### src/rtl/dsp_result_normalizer.sv
// Normalizes 34-bit DSP partial results into 17-bit radix words
// with serial carry propagation and a 2-entry output FIFO.
module dsp_result_normalizer #(
  parameter int WORD_COUNT = 61,
  parameter int CNT_W      = $clog2(WORD_COUNT + 1)
) (
  input  logic        clock_i,
  input  logic        reset_n_i,
  input  logic [33:0] in_p_i,
  input  logic        in_valid_i,
  output logic        in_ready_o,
  output logic [16:0] out_word_o,
  output logic        out_last_o,
  output logic        out_valid_o,
  input  logic        out_ready_i,
  output logic        overflow_o,
  output logic        busy_o
);

  typedef enum logic [1:0] {
    IDLE  = 2'd0,
    ACCUM = 2'd1,
    FLUSH = 2'd2
  } state_t;

  state_t            state_q, state_d;
  logic [17:0]       carry_q, carry_d;
  logic [CNT_W-1:0]  cnt_q, cnt_d;
  logic              ovf_q, ovf_d;
  logic [17:0]       ent0_q, ent0_d;
  logic [17:0]       ent1_q, ent1_d;
  logic [1:0]        fcnt_q, fcnt_d;

  logic              accept;
  logic              pop;
  logic              push;
  logic [17:0]       push_ent;
  logic [34:0]       sum;

  always_ff @(posedge clock_i) begin
    if (!reset_n_i) begin
      state_q <= IDLE;
      carry_q <= '0;
      cnt_q   <= '0;
      ovf_q   <= 1'b0;
      ent0_q  <= '0;
      ent1_q  <= '0;
      fcnt_q  <= '0;
    end else begin
      state_q <= state_d;
      carry_q <= carry_d;
      cnt_q   <= cnt_d;
      ovf_q   <= ovf_d;
      ent0_q  <= ent0_d;
      ent1_q  <= ent1_d;
      fcnt_q  <= fcnt_d;
    end
  end

  always_comb begin
    accept   = in_valid_i & in_ready_o;
    pop      = out_valid_o & out_ready_i;
    sum      = {1'b0, in_p_i} + {17'b0, carry_q};
    push     = 1'b0;
    push_ent = '0;
    state_d  = state_q;
    carry_d  = carry_q;
    cnt_d    = cnt_q;
    ovf_d    = ovf_q;
    case (state_q)
      IDLE: begin
        if (accept) begin
          push     = 1'b1;
          push_ent = {1'b0, sum[16:0]};
          carry_d  = sum[34:17];
          cnt_d    = CNT_W'(1);
          ovf_d    = 1'b0;
          state_d  = (WORD_COUNT == 1) ? FLUSH : ACCUM;
        end
      end
      ACCUM: begin
        if (accept) begin
          push     = 1'b1;
          push_ent = {1'b0, sum[16:0]};
          carry_d  = sum[34:17];
          cnt_d    = cnt_q + CNT_W'(1);
          if (cnt_d == CNT_W'(WORD_COUNT))
            state_d = FLUSH;
        end
      end
      FLUSH: begin
        // a same-cycle pop frees the slot the carry word needs
        if (fcnt_q != 2'd2 || pop) begin
          push     = 1'b1;
          push_ent = {1'b1, carry_q[16:0]};
          ovf_d    = carry_q[17];
          carry_d  = '0;
          cnt_d    = '0;
          state_d  = IDLE;
        end
      end
      default: state_d = IDLE;
    endcase
  end

  always_comb begin
    ent0_d = ent0_q;
    ent1_d = ent1_q;
    fcnt_d = fcnt_q;
    case ({push, pop})
      2'b10: begin
        if (fcnt_q == 2'd0) ent0_d = push_ent;
        else                ent1_d = push_ent;
        fcnt_d = fcnt_q + 2'd1;
      end
      2'b01: begin
        ent0_d = ent1_q;
        fcnt_d = fcnt_q - 2'd1;
      end
      2'b11: begin
        if (fcnt_q == 2'd1) begin
          ent0_d = push_ent;
        end else begin
          ent0_d = ent1_q;
          ent1_d = push_ent;
        end
      end
      default: ;
    endcase
  end

  always_comb begin
    in_ready_o  = (fcnt_q != 2'd2) && (state_q != FLUSH);
    out_valid_o = (fcnt_q != 2'd0);
    out_word_o  = ent0_q[16:0];
    out_last_o  = ent0_q[17];
    overflow_o  = ovf_q;
    busy_o      = (state_q != IDLE) || (fcnt_q != 2'd0);
  end

endmodule

### config.mk
export PLATFORM = sky130hd
export DESIGN_NAME = dsp_result_normalizer
export DESIGN_NICKNAME = d
export VERILOG_FILES = /design/src/rtl/dsp_result_normalizer.sv
export SDC_FILE = /design/constraint.sdc
export NUM_CORES = 1
export LEC_CHECK = 0
export CAP_MARGIN = 10
export CORE_ASPECT_RATIO = 0.8
export CORE_MARGIN = 2
export CORE_UTILIZATION = 30
export CTS_BUF_LIST = sky130_fd_sc_hd__clkbuf_4 sky130_fd_sc_hd__clkbuf_8
export DETAILED_ROUTE_END_ITERATION = 10
export PLACE_DENSITY = 0.47
export SYNTH_ARGS = -nofsm -noshare
export SYNTH_HDL_FRONTEND = slang
export SYNTH_SLANG_ARGS = --single-unit
export TNS_END_PERCENT = 10
### constraint.sdc
create_clock -name clock_i -period 4 [get_ports clock_i]
set_input_delay 0.8 -clock clock_i [delete_from_list [all_inputs] [get_ports clock_i]]
set_output_delay 0.8 -clock clock_i [all_outputs]
set_load 0.01 [all_outputs]
==> reports/results.ini <==
[clock_network]
clk_path_buf_depth=2
h-tree-depth=3
cts.sink_count=65
holdBufCountCts=0
cts_setup_buffers=0
clk_latency_ns=0.37
cts_tree=yes
cts_resized=0
root_buffer=clkbuf_8
numCtsBuffers=9
clk_pin_slew_worst_paths_ns=0.07

[placed_design]
io_buffer_count=59
dp_slack_ns=0.2734
place.gp.congestion=0.8459
dpl.hpwl_mm=11.36

[critical_path]
critPathMaxFanout=6
path_cells=clkdlybuf4s50_1 > nand2b_1 > or3_1 > a21oi_1 > ha_1 > a21oi_1 > nor2_1 > nand2_1 > a2111oi_0 > nor3_1 > a31oi_1
start_kind=primary input
required_ns=4.29
rr_endpoint=ent0_q[12]$_SDFFE_PN0P_
cp_num_buf_inv=1
worstPathArrival_ns=3.69
crit_top_cell=a21oi_1
regToRegStartpoint=fcnt_q[0]$_SDFFE_PN0P_
crit_cells=11
critPathTopFamily=simple AND/OR/NAND/NOR gates
end_kind=register
ff2ff_setup_slack_ns=0.68
startpoint=in_valid_i
critical_path_class=in -> reg
slowest_delay_ns=0.48
reg2reg_depth=12
cp_slowest_cell=clkdlybuf4s50_1

[global_route]
first_global_vias=4569
grt_overflow_total=0
grt_max_degree=45
grt_use_total=0.1929
grt_first_pass_wirelength_mm=24.23
antenna_found_initial=0

[power_and_ir_drop]
ir_drop_mv=0.1796
p_total_mw=3.259
leakagePower_nw=2.169
power.density_nw_per_um2=587.9

[synth]
avgSynthCellArea_um2=7.741
yosysSeqAreaShare=0.2859
synth.top_cells.by_count=dfxtp_1 (65), nand2_1 (60), nor2_1 (49)
synthDistinctLibCells=69
syn_nets=657
netlist_top_cells_area=dfxtp_1 (29%), ha_1 (8.2%), nand2_1 (4.9%), nand3_1 (4.2%), o21ai_0 (4.2%)
yosysMostFrequentCell=dfxtp_1
netlist.area_leader.share=0.2859
synthCells=588
synthFlopType=dfxtp_1
synth_area_um2=4552
synth_async_sr_flop_share=0
yosysTopAreaCell=dfxtp_1
yosys_warnings=0
synth_edf_count=0
synth-seq-cells=65

[route]
dr_total_vias=4656
drtPass1Iterations=7
drtIter0Drc=319
antenna_left=0
post_drt_wl_per_cell_um=17.90
drt-total-wl_mm=15.09
route.detailed.drc=0
vias_per_cell=5.523

[timing]
fmax_mhz=294.2
fin_ws_ns=0.6012
worst_slew_pin_slew_ns=0.7244
fin_crit_ns=3.399
rsz0062_at_grt=no
clock_skew_ns=0.007373
setup_violations=0
report.final.slew_viol_count=0
fin_hold_ws_ns=0.4623
setup_tns_ns=0
finalHoldViolCount=0
slew_headroom=0.5133
fin_crit_sh=0.8497

[floorplanning]
rows=40
die_x_um=141.7
start_util=0.3052
core-area_um2=14910
die_h_um=114.2
ios=60
fp.dieArea_um2=16180

[min_path]
min_path_type=reg -> reg
hold-path-endpoint=ent1_q[6]$_SDFFE_PN0P_
min_from=ent1_q[6]$_SDFFE_PN0P_
holdPathStages=2

[outcome]
status=finished clean

[layout]
fin_nets=718
antennaDiodeCount=0
syn2layout_area_growth_pct=21.80
drive_gt1_frac=0.08104

[job]
maxCapViolations=0

-- report_power, final --
group / internal [mW] / switching [mW] / leakage [nW]
Sequential: 0.820 / 0.132 / 0.534
Combinational: 0.759 / 1.03 / 1.55
Clock: 0.227 / 0.291 / 0.0852
-- layout by cell type (no fill, tap or decap), types with 5 or more instances in the layout --
cell,n
a21boi_0,11
nor3_1,16
nor2b_1,8
and2_1,7
a31oi_1,9
a32oi_1,9
nand3_1,38
nor3b_1,7
xnor2_1,10
a221oi_1,11
a211oi_1,5
nor2_1,49
or4_1,6
and3_1,9
buf_4,22
nand2_1,60
dfxtp_1,65
nand2b_1,5
a22oi_1,16
a21oi_1,34
o31ai_1,6
nand4_1,7
ha_1,30
clkbuf_8,9
mux2i_1,7
o211ai_1,5
clkdlybuf4s50_1,59
inv_1,25
o21ai_0,38
-- sequential cells by signal, indices dropped and copies added, names as in the netlist --
signal      flops
carry_q        18
cnt_q           6
ent0_q         18
ent1_q         18
fcnt_q          2
overflow_o      1
state_q         2
-- worst register-to-register path, stage by stage (launching register included) --
cell       delay, ns
dfxtp_1         0.38
inv_1           0.08
ha_1            0.27
nand2b_1        0.23
or3_1           0.35
a21oi_1         0.22
ha_1            0.28
a21oi_1         0.20
nor2_1          0.29
nand2_1         0.16
a2111oi_0       0.43
nor3_1          0.16
a31oi_1         0.20
-- worst max-delay path by stage --
| stage | endpoint |
|---|---|
| after floorplan | ent0_q[12]$_SDFFE_PN0P_ |
| after global routing | carry_q[15]$_SDFFE_PN0P_ |
| after detailed placement | carry_q[15]$_SDFFE_PN0P_ |
| after global placement | carry_q[15]$_SDFFE_PN0P_ |
| final | ent0_q[12]$_SDFFE_PN0P_ |
| after CTS | carry_q[15]$_SDFFE_PN0P_ |
-- per-stage QoR --
stage	instance area, um^2	std cells	utilization
6_report	5544	843	0.3717
3_3_place_gp	5378	827	0.3606
4_1_cts	5544	843	0.3717
5_1_grt	5544	843	0.3717
2_1_floorplan	4552	588	-
3_5_place_dp	5378	827	0.3606
-- layout make-up --
cell class	count	area [um^2]
repair buffers	81	755.7
well taps	189	236.5
multi-input cells	467	2990
inverters	25	93.84
flip-flops and latches	65	1301
fillers	1554	9370
clock buffers	10	131.4
clock inverters	6	35.03
-- layer usage --
metal,track usage,share of wire,vias up
met4,0.05933,0.013,0
met1,0.2678,0.49,2212
met2,0.3049,0.44,113
li1,-,-,2313
met5,0,0,-
met3,0.03555,0.050,18
-- cell families after synthesis --
kind of cell | count (synthesis) | synth area share
AOI/OAI and AO/OA | 185 | 0.2771
xor gates and xnor gates | 11 | 0.02116
adders and majority gates | 31 | 0.08686
buffers and inverters | 56 | 0.05717
DFF | 65 | 0.2859
muxes | 7 | 0.01539
and+or+nand+nor | 233 | 0.2565
Power figures use the tool's default switching activity.
